### config.mk
export PLATFORM = sky130hd
export DESIGN_NAME = pc_sequencer
export DESIGN_NICKNAME = d
export VERILOG_FILES = /design/src/rtl/pc_seq_pkg.sv /design/src/rtl/ret_stack.sv /design/src/rtl/pc_sequencer.sv
export SDC_FILE = /design/constraint.sdc
export NUM_CORES = 1
export LEC_CHECK = 0
export CAP_MARGIN = 20
export CORE_MARGIN = 2
export CORE_UTILIZATION = 25
export DETAILED_ROUTE_END_ITERATION = 12
export GPL_TIMING_DRIVEN = 0
export MAX_ROUTING_LAYER = met4
export SLEW_MARGIN = 20
export SYNTH_ARGS = -nofsm -noshare
export SYNTH_HDL_FRONTEND = slang
export SYNTH_SLANG_ARGS = --single-unit
### constraint.sdc
create_clock -name clk -period 3.4 [get_ports clk]
set_clock_uncertainty 0.05 [all_clocks]
set_input_delay 0.51 -clock clk [delete_from_list [all_inputs] [get_ports clk]]
set_output_delay 0.51 -clock clk [all_outputs]
set_load 0.005 [all_outputs]
### src/rtl/pc_seq_pkg.sv
// Shared definitions for the program-counter sequencer: opcode encodings.
package pc_seq_pkg;

    localparam logic [2:0] OP_INC    = 3'b000;
    localparam logic [2:0] OP_JMP    = 3'b001;
    localparam logic [2:0] OP_BR_REL = 3'b010;
    localparam logic [2:0] OP_CALL   = 3'b011;
    localparam logic [2:0] OP_RET    = 3'b100;
    localparam logic [2:0] OP_HOLD   = 3'b101;

endpackage

### src/rtl/ret_stack.sv
// Return-address LIFO; refuses pushes when full and pops when empty.
module ret_stack #(
    parameter  int WIDTH = 8,
    parameter  int DEPTH = 4,
    localparam int SP_W  = $clog2(DEPTH + 1),
    localparam int IDX_W = (DEPTH > 1) ? $clog2(DEPTH) : 1
) (
    input  logic             clk,
    input  logic             rst,
    input  logic             push,
    input  logic             pop,
    input  logic [WIDTH-1:0] din,
    output logic [WIDTH-1:0] top,
    output logic [SP_W-1:0]  sp,
    output logic             full,
    output logic             empty
);

    logic [WIDTH-1:0] r_mem [DEPTH];
    logic [SP_W-1:0]  r_sp;
    logic [IDX_W-1:0] w_wr_idx;
    logic [IDX_W-1:0] w_rd_idx;
    logic             w_do_push;
    logic             w_do_pop;

    assign full      = (r_sp == SP_W'(DEPTH));
    assign empty     = (r_sp == '0);
    assign w_do_push = push && !full;
    assign w_do_pop  = pop && !empty && !push;
    assign w_wr_idx  = IDX_W'(r_sp);
    assign w_rd_idx  = IDX_W'(r_sp - 1'b1);
    assign top       = empty ? '0 : r_mem[w_rd_idx];
    assign sp        = r_sp;

    // NOTE: storage has no reset; entries above sp are never read, so only sp needs clearing.
    always_ff @(posedge clk) begin
        if (w_do_push) begin
            r_mem[w_wr_idx] <= din;
        end
    end

    always_ff @(posedge clk) begin
        if (rst) begin
            r_sp <= '0;
        end else if (w_do_push) begin
            r_sp <= r_sp + 1'b1;
        end else if (w_do_pop) begin
            r_sp <= r_sp - 1'b1;
        end
    end

endmodule

### src/rtl/pc_sequencer.sv
// Program counter with jump, relative branch, CALL/RET stack, stall and sticky stack errors.
module pc_sequencer
    import pc_seq_pkg::*;
#(
    parameter  int PC_WIDTH     = 8,
    parameter  int STACK_DEPTH  = 4,
    parameter  int RESET_VECTOR = 0,
    parameter  int INC_STEP     = 1,
    localparam int SP_W         = $clog2(STACK_DEPTH + 1)
) (
    input  logic                clk,
    input  logic                rst,
    input  logic                en,
    input  logic [2:0]          op,
    input  logic [PC_WIDTH-1:0] target,
    input  logic [PC_WIDTH-1:0] offset,
    input  logic                err_clr,
    output logic [PC_WIDTH-1:0] pc,
    output logic [PC_WIDTH-1:0] ret_addr,
    output logic [SP_W-1:0]     sp,
    output logic                stk_full,
    output logic                stk_empty,
    output logic                ovf_err,
    output logic                unf_err
);

    logic [PC_WIDTH-1:0] r_pc;
    logic                r_ovf;
    logic                r_unf;
    logic [PC_WIDTH-1:0] w_pc_inc;
    logic [PC_WIDTH-1:0] w_pc_next;
    logic                w_is_call;
    logic                w_is_ret;

    assign w_pc_inc  = r_pc + PC_WIDTH'(INC_STEP);
    assign w_is_call = (op == OP_CALL);
    assign w_is_ret  = (op == OP_RET);

    ret_stack #(
        .WIDTH (PC_WIDTH),
        .DEPTH (STACK_DEPTH)
    ) u_stack (
        .clk   (clk),
        .rst   (rst),
        .push  (en && w_is_call),
        .pop   (en && w_is_ret),
        .din   (w_pc_inc),
        .top   (ret_addr),
        .sp    (sp),
        .full  (stk_full),
        .empty (stk_empty)
    );

    always_comb begin
        // NOTE: default assignment first so no op value can leave w_pc_next unassigned (no latch).
        w_pc_next = r_pc;
        case (op)
            OP_INC:          w_pc_next = w_pc_inc;
            OP_JMP, OP_CALL: w_pc_next = target;
            OP_BR_REL:       w_pc_next = r_pc + offset;  // modulo add == sign-extended add
            OP_RET:          w_pc_next = stk_empty ? w_pc_inc : ret_addr;
            OP_HOLD:         w_pc_next = r_pc;
            default:         w_pc_next = r_pc;
        endcase
    end

    always_ff @(posedge clk) begin
        if (rst) begin
            r_pc  <= PC_WIDTH'(RESET_VECTOR);
            r_ovf <= 1'b0;
            r_unf <= 1'b0;
        end else if (en) begin
            r_pc <= w_pc_next;
            // NOTE: non-blocking; the later set below overrides the clear when both happen.
            if (err_clr) begin
                r_ovf <= 1'b0;
                r_unf <= 1'b0;
            end
            if (w_is_call && stk_full) r_ovf <= 1'b1;
            if (w_is_ret && stk_empty) r_unf <= 1'b1;
        end
    end

    assign pc      = r_pc;
    assign ovf_err = r_ovf;
    assign unf_err = r_unf;

endmodule

==> results of run 1 <==
-- Yosys cell counts, drive strengths merged, types with 4 or more instances --
| cell type | instances | share of area (%) |
|---|---|---|
| xnor2 | 4 | 1.4 |
| a211oi | 10 | 3.3 |
| xor2 | 5 | 1.7 |
| nand3 | 6 | 1.2 |
| nor2 | 20 | 3.2 |
| and3 | 4 | 0.98 |
| buf | 6 | 1.9 |
| clkbuf | 4 | 0.64 |
| edfxtp | 32 | 38 |
| inv | 9 | 1.3 |
| a21oi | 12 | 2.5 |
| dfxtp | 13 | 10 |
| a221oi | 5 | 2.9 |
| o21ai | 11 | 2.3 |
| and2 | 10 | 2.4 |
| mux4 | 8 | 7.1 |
| ha | 13 | 6.4 |
| nand2 | 13 | 1.9 |
-- per-stage QoR --
step,power [mW],setup slack [ns],utilization (%)
2_1_floorplan,0.855,1.22,-
3_3_place_gp,1.02,0.524,32.1
3_5_place_dp,1.02,0.535,32.1
4_1_cts,1.42,0.201,33.2
5_1_grt,1.47,0.0949,33.2
6_report,1.41,0.224,33.2
-- worst register-to-register path, stage by stage (launching register included) --
cell and delay (ns):
dfxtp_1 0.41, ha_1 0.28, fa_1 0.44, a211oi_1 0.32, o21bai_1 0.14, a21oi_1 0.21
a32oi_1 0.12, a211oi_1 0.24
-- where the power goes --
| part | switching, mW | total (mW) | internal, mW |
|---|---|---|---|
| Sequential | 0.0224 | 0.631 | 0.609 |
| Combinational | 0.188 | 0.376 | 0.188 |
| Clock | 0.184 | 0.404 | 0.220 |
-- path summary, 6_finish.rpt --
path | end | slack [ns]
setup reg to reg | pc[6] | 1.12
setup / recovery | ret_addr[2] | 0.22
hold reg to reg | unf_err | 0.46
hold / removal | unf_err | 0.46
-- layout make-up --
class	count	area [um2]	area share [%]
Multi-Input combinational cell	154	1230	37.7
Sequential cell	45	1220	37.3
Timing Repair Buffer	44	440	13.4
Tap cell	133	166	5.08
Clock buffer	5	68.8	2.10
Buffer	10	65.1	1.99
Clock inverter	3	46.3	1.41
Inverter	9	33.8	1.03
-- registers in the layout (all words and copies together), names as in the netlist --
name / flops
ovf_err: 1
pc: 8
u_stack.r_mem: 32
u_stack.sp: 3
unf_err: 1
-- layer usage --
| layer | vias to the layer above | wire, um | GRT usage [%] |
|---|---|---|---|
| li1 | 926 | - | - |
| met1 | 896 | 2660 | 13.8 |
| met2 | 41 | 3140 | 20.4 |
| met3 | 13 | 173 | 2.25 |
| met4 | 0 | 150 | 4.57 |
| met5 | - | 0 | - |
-- kinds of logic (layout without fill, tap and decap cells) --
| family | Yosys count | after routing | synth area share (%) |
|---|---|---|---|
| simple gates | 67 | 67 | 14.4 |
| compound gates | 56 | 56 | 16.6 |
| flops | 45 | 45 | 47.8 |
| buf+inv | 19 | 71 | 3.87 |
| fa+ha+maj | 14 | 14 | 7.15 |
| xor+xnor | 9 | 9 | 3.08 |
| mux | 8 | 8 | 7.05 |
==> run metrics, run 1 <==
outcome complete, no violations; leakage between 1 and 1.5 nW; vias in the first global route about 1900; most frequent cells in the layout 44 x clkdlybuf4s50_1, 32 x edfxtp_1, 19 x nor2_1; CP startpoint u_stack.sp[0]; vias 1876; WP data required 2.84 ns; cell count of the worst hold path 2; nets about 310; final wirelength 6120 um; critical path arrival around 2.6 ns; die height approximately 110 um; Routed WL per cell ~15 um; RR Startpoint pc[0]; Post-Syn Instances 218; Worst Setup Path Type reg2out; DRT antenna net count 0; largest net degree at the start of global routing 16; CTS Hold Bufs 0; initial cell density of the core 25.9%; Critical-path top delay cell clkdlybuf4s50_1; flops & latches, synth 45; Final Hold Viols 0; I/O Buffers between 40 and 50; worst hold start unf_err; top_reg_cell synth edfxtp_1; fill count 1018; power density over the cells 431 mW/mm2; min cycle time layout 3.18 ns; setup TNS 0 ns; Clock Sink Count 45; Rel. slew slack between 40% and 50%; Achievable Freq approximately 0.31 GHz; antenna violations before repair 0; Crit path max-delay family buffers and inverters; drt first-iter violations 61; CP max FO 10; drt pass-1 iters 4; worst-skew pair later-pin latency 0.30 ns; routability cong. 0.843; core footprint 0.00986 mm2; total CTS buffers 5; hold_ws 0.457 ns; share of cells above drive strength 1 14.1%; global route overflow 0; Worst Hold Class reg2reg; worst path cell trace buf_6 > inv_1 > ha_1 > buf_2 > mux4_2 > and2_1 > clkdlybuf4s50_1; Avg Cell Area, Syn 11.7 um2; Yosys Warn Count 0; final cell count without fillers 403; placed insts around 400; DRC 0; Area Growth Syn to Fin 28.3%; Critical Path Stages 7; max cap viols 0; Crit path buffers/inverters 4; H-tree Lvls 2; TritonCTS clock tree built; delay of the slowest critical-path stage approximately 0.46 ns; antenna cells 0; CP startpoint kind flip-flop; Post-synth EDFFs 32; Finished Cell Area 0.00328 mm2; CP Capture Type output port; worst r2r path cells 7; RSZ-0062 raised after global routing no; unique cell type count in the Yosys netlist 46; Setup Viol. Count Final 0; most common cell after layout, fill and taps aside clkdlybuf4s50_1; asr flop ratio synth 0%; post-detailed-placement half-perimeter wirelength between 4000 and 5000 um; CTS resizes 0; drt via density between 4 and 5; Std-Cell Rows 36; Post-Syn Area 0.00255 mm2; first-pass GRT wire length 9940 um; syn nets 255; sequential share of the synthesized area 47.8%; measured slew at the worst slew-check pin around 0.75 ns; Post-CTS Setup Bufs 0; clock tree buffer depth 2; die area 0.0110 mm2; io pins 46; Max rail drop VDD 166 uV; Reg clk slew, reported paths ~0.08 ns; Post-DP Area 0.00316 mm2; GRT Util Overall around an eighth; final period utilization 93.4%; Die Wd 105 um; CTS Root Cell clkbuf_8; Max Transition Viols Final 0
(Power assumes the default switching activity.)
==> run 2: changes to the inputs <==
--- a/config.mk
+++ b/config.mk
@@ -10,7 +10,6 @@
 export CORE_UTILIZATION = 25
 export DETAILED_ROUTE_END_ITERATION = 12
 export GPL_TIMING_DRIVEN = 0
-export MAX_ROUTING_LAYER = met4
 export SLEW_MARGIN = 20
 export SYNTH_ARGS = -nofsm -noshare
 export SYNTH_HDL_FRONTEND = slang
==> run 2 against run 1 <==
  * Via count barely moved
  * Fmax did not move
  * Combinational power barely moved
  * Total power barely moved
  * Routed wire length barely moved
  * Design area did not move
  * Sequential power barely moved
  * Global-route usage fell by 0.33 points
  * Worst hold slack did not move
  * Clock power barely moved
  * Register-to-register slack barely moved
==> run metrics, run 2 (synthesis gave the netlist of run 1 again) <==
outcome complete, no violations; die height 105 um; H-tree Lvls 2; first-pass GRT wire length 9950 um; Finished Cell Area around 0.0033 mm2; CTS Root Cell clkbuf_8; share of cells above drive strength 1 14.1%; WP data required 2.84 ns; Setup Viol. Count Final 0; fin worst setup slack 0.224 ns; Clock Sink Count 45; CTS resizes 0; leakage 1.17 nW; clock tree buffer depth 2; Worst Setup Path Type reg2out; total CTS buffers 5; Worst Hold Class reg2reg; Routed WL per cell 15.2 um; Std-Cell Rows 36; setup TNS 0 ns; Reg clk slew, reported paths 0.08 ns; global route overflow 0; most common cell after layout, fill and taps aside clkdlybuf4s50_1; min cycle time layout between 3 and 4 ns; CP max FO 10; R2R setup slack between 1 and 1.5 ns; DRC 0; Max rail drop VDD 166 uV; Post-CTS Setup Bufs 0; Rel. slew slack 49.8%; cell count of the worst hold path 2; drt first-iter violations 61; Critical-path top delay cell clkdlybuf4s50_1; final period utilization 93.4%; worst-skew pair later-pin latency approximately 0.30 ns; CTS Hold Bufs 0; RSZ-0062 raised after global routing no; critical path arrival 2.62 ns; antenna cells 0; GRT Util Overall 11.6%; worst path cell trace buf_6 > inv_1 > ha_1 > buf_2 > mux4_2 > and2_1 > clkdlybuf4s50_1; antenna violations before repair 0; measured slew at the worst slew-check pin 0.751 ns; TritonCTS clock tree built; nets 306; most frequent cells in the layout 44 x clkdlybuf4s50_1, 32 x edfxtp_1, 19 x nor2_1; dpl ws 0.535 ns; WHS Endpoint unf_err; Achievable Freq ~0.31 GHz; power density over the cells 431 mW/mm2; post-detailed-placement half-perimeter wirelength 4790 um; delay of the slowest critical-path stage 0.46 ns; max reg flops 32; I/O Buffers 44; drt pass-1 iters 4; max cap viols 0; CP Capture Type output port; drt via density 4.65; Area Growth Syn to Fin 28.3%; Max Transition Viols Final 0; initial cell density of the core between 20% and 30%; routability cong. 0.830; die area 0.0110 mm2; DRT antenna net count 0; core footprint 0.00986 mm2; worst r2r path cells 7; largest net degree at the start of global routing 16; Die Wd 105 um; power consumption 1.41 mW; vias in the first global route 1931; final wirelength 6120 um; Core Util, Final 33.2%; RR Startpoint pc[0]; R2R Path End pc[6]; Post-DP Area about 0.0032 mm2; CP startpoint u_stack.sp[0]; vias 1875; worst hold start unf_err; Final Hold Viols 0; Biggest register u_stack.r_mem; io pins 46; CP startpoint kind flip-flop
==> run 2: worst max-delay path: cells and delay by family (launching register included) <==
kind	cells	cell delay, ns
buffers and inverters	4	1.03
DFF	1	0.41
muxes	1	0.38
adders and majority gates	1	0.31
and+or+nand+nor	1	0.17
==> run 2: final cells by class <==
type / count / area [um2]
Sequential cell: 45 / 1220
Inverter: 9 / 33.8
Timing Repair Buffer: 44 / 440
Clock inverter: 3 / 46.3
Tap cell: 133 / 166
Clock buffer: 5 / 68.8
Buffer: 10 / 65.1
Multi-Input combinational cell: 154 / 1230
Fill cell: 1018 / 6590
==> run 2: worst max path at each step <==
stage                   to  slack [ns]
5_1_grt        ret_addr[3]        0.09
6_report       ret_addr[2]        0.22
3_5_place_dp   ret_addr[2]        0.54
3_3_place_gp   ret_addr[4]        0.52
4_1_cts        ret_addr[2]        0.20
2_1_floorplan  ret_addr[2]        1.22
==> run 2: where the power goes <==
group | switching, mW | leakage (nW) | internal (mW)
sequential | 0.0224 | 0.399 | 0.609
clock | 0.184 | 0.0543 | 0.220
combinational | 0.188 | 0.713 | 0.188
total | 0.395 | 1.17 | 1.02
==> run 2: routing by layer <==
layer  vias up  part of all wire (%)  global-route usage [%]
met5         -                     0                       0
met4         0                   2.4                    4.57
met3        13                   3.2                    2.43
met2        41                    51                    20.4
met1       895                    43                    13.7
li1        926                     -                       -
==> run 2: metrics by stage <==
step / hold slack (ns) / instances
floorplan: 0.427 / 218
global placement: 0.428 / 395
detailed placement: 0.445 / 395
CTS: 0.465 / 403
global route: 0.519 / 403
finish: 0.457 / 403
==> run 3: changes to the inputs <==
--- a/config.mk
+++ b/config.mk
@@ -7,7 +7,7 @@
 export LEC_CHECK = 0
 export CAP_MARGIN = 20
 export CORE_MARGIN = 2
-export CORE_UTILIZATION = 25
+export CORE_UTILIZATION = 40
 export DETAILED_ROUTE_END_ITERATION = 12
 export GPL_TIMING_DRIVEN = 0
 export SLEW_MARGIN = 20
==> run 3 against run 2 <==
  * Total power is 0.51% lower
  * Sequential cell count unchanged
  * First-iteration DRC count rose by 28%
  * Critical endpoint unchanged
  * Highest routed layer unchanged
  * Clock power fell by 3%
  * Register-to-register slack worse by 0.05 ns
  * Worst setup slack better by 0.0041 ns
  * Fmax rose by 0.13%
==> run metrics, run 3 (synthesis gave the netlist of run 1 again) <==
DRT antenna net count 0; drt pass-1 iters 4; post-detailed-placement half-perimeter wirelength 4520 um; setup TNS 0 ns; final period utilization 93.3%; CP max FO 10; power density over the cells 439 mW/mm2; Routed WL per cell 17.6 um; H-tree Lvls 2; vias in the first global route 1927; Std-Cell Rows 29; antenna violations before repair 0; RSZ-0062 raised after global routing no; die height 83.9 um; fin worst setup slack around 0.23 ns; CTS Root Cell clkbuf_8; worst hold start unf_err; largest net degree at the start of global routing 14; Rel. slew slack roughly 47%; most common cell after layout, fill and taps aside clkdlybuf4s50_1; Area Growth Syn to Fin 25.2%; CTS Hold Bufs 0; Crit path buffers/inverters 4; core footprint 0.00628 mm2; final wirelength 6100 um; vias 1927; io pins 46; dpl ws 0.522 ns; worst path cell trace buf_6 > inv_1 > ha_1 > buf_2 > mux4_2 > and2_1 > clkdlybuf4s50_1; first-pass GRT wire length 9720 um; Biggest register u_stack.r_mem; Crit path max-delay family buffers and inverters; fill count approximately 580; drt first-iter violations 78; nets 306; Setup Viol. Count Final 0; Critical-path top delay cell clkdlybuf4s50_1; routability cong. ~0.78; max reg flops 32; die area a little over 0.007 mm2; cell count of the worst hold path 2; WP data required ~2.8 ns; most frequent cells in the layout 44 x clkdlybuf4s50_1, 32 x edfxtp_1, 19 x nor2_1; worst r2r path cells 7; TritonCTS clock tree built; min cycle time layout 3.17 ns; GRT Util Overall ~18%; outcome complete, no violations; Achievable Freq 0.315 GHz; CP startpoint kind flip-flop; leakage 1.16 nW; Die Wd 83.9 um; critical path arrival 2.61 ns; RR Startpoint pc[0]; CTS resizes 0; max cap viols 0; drt via density 5.55; DRC 0; Reg clk slew, reported paths 0.08 ns; I/O Buffers 44; Worst Hold Class reg2reg; Final Hold Viols 0; Max rail drop VDD approximately 220 uV; delay of the slowest critical-path stage 0.44 ns; hold_ws 0.455 ns; initial cell density of the core 40.7%; total CTS buffers 5; global route overflow 0; measured slew at the worst slew-check pin 0.797 ns; Clock Sink Count 45; CP Capture Type output port; Worst Setup Path Type reg2out; Post-CTS Setup Bufs 0; antenna cells 0; R2R setup slack roughly 1.1 ns; clock tree buffer depth 2; Max Transition Viols Final 0; share of cells above drive strength 1 13.3%; worst-skew pair later-pin latency 0.29 ns; R2R Path End pc[6]; WHS Endpoint unf_err
## run 3: cell count changes in the layout (fill, tap and decap cells not counted)
cell	delta
clkinv_1	+1
clkinvlp_4	-1
clkbuf_1	+1
clkinv_4	-1
## run 3: power by group
part           switching [mW]  total [mW]  leakage [nW]  internal (mW)
Clock                   0.176       0.393        0.0528          0.217
Combinational           0.191       0.379         0.713          0.189
Sequential             0.0229       0.632         0.399          0.609
## run 3: worst max path at each step
stage                     cells after the start           from           to  slack, ns
after floorplan                               6  u_stack.sp[0]  ret_addr[2]       1.22
after global placement                        7  u_stack.sp[0]  ret_addr[2]       0.55
after detailed placement                      7  u_stack.sp[0]  ret_addr[2]       0.52
after CTS                                     7  u_stack.sp[0]  ret_addr[4]       0.19
after global routing                          7  u_stack.sp[0]  ret_addr[2]       0.10
final                                         7  u_stack.sp[0]  ret_addr[2]       0.23
## run 3: final cells by class
cell class,instances,area [um2],area share [%]
timing repair buffer,44,440,13.8
inverter,9,33.8,1.06
clock inverter,2,33.8,1.06
sequential,45,1220,38.2
clock buffer,6,72.6,2.27
tap,77,96.3,3.01
buffer,10,65.1,2.03
multi-input combinational,154,1230,38.6
## run 3: tightest hold or removal path, delay by kind of cell, from the launching register on
kind,cells,cell delay [ns]
AO/OA/AOI/OAI,1,0.06
AND/OR/NAND/NOR,1,0.08
flip-flops,1,0.33
## run 3: routing by layer
metal | track usage, % | routed length, um
met1 | 23.1 | 2830
met2 | 30.8 | 3040
met3 | 2.97 | 156
met4 | 4.99 | 74
met5 | 0 | 0
## run 3: through the flow
step / instance area [um2] / power, mW / std cells / utilization (%)
after detailed placement: 3090 / 1.02 / 339 / 49.3
after global routing: 3200 / 1.48 / 347 / 50.9
after floorplan: 2550 / 0.855 / 218 / -
final: 3200 / 1.40 / 347 / 50.9
after global placement: 3090 / 1.02 / 339 / 49.3
after CTS: 3200 / 1.41 / 347 / 50.9
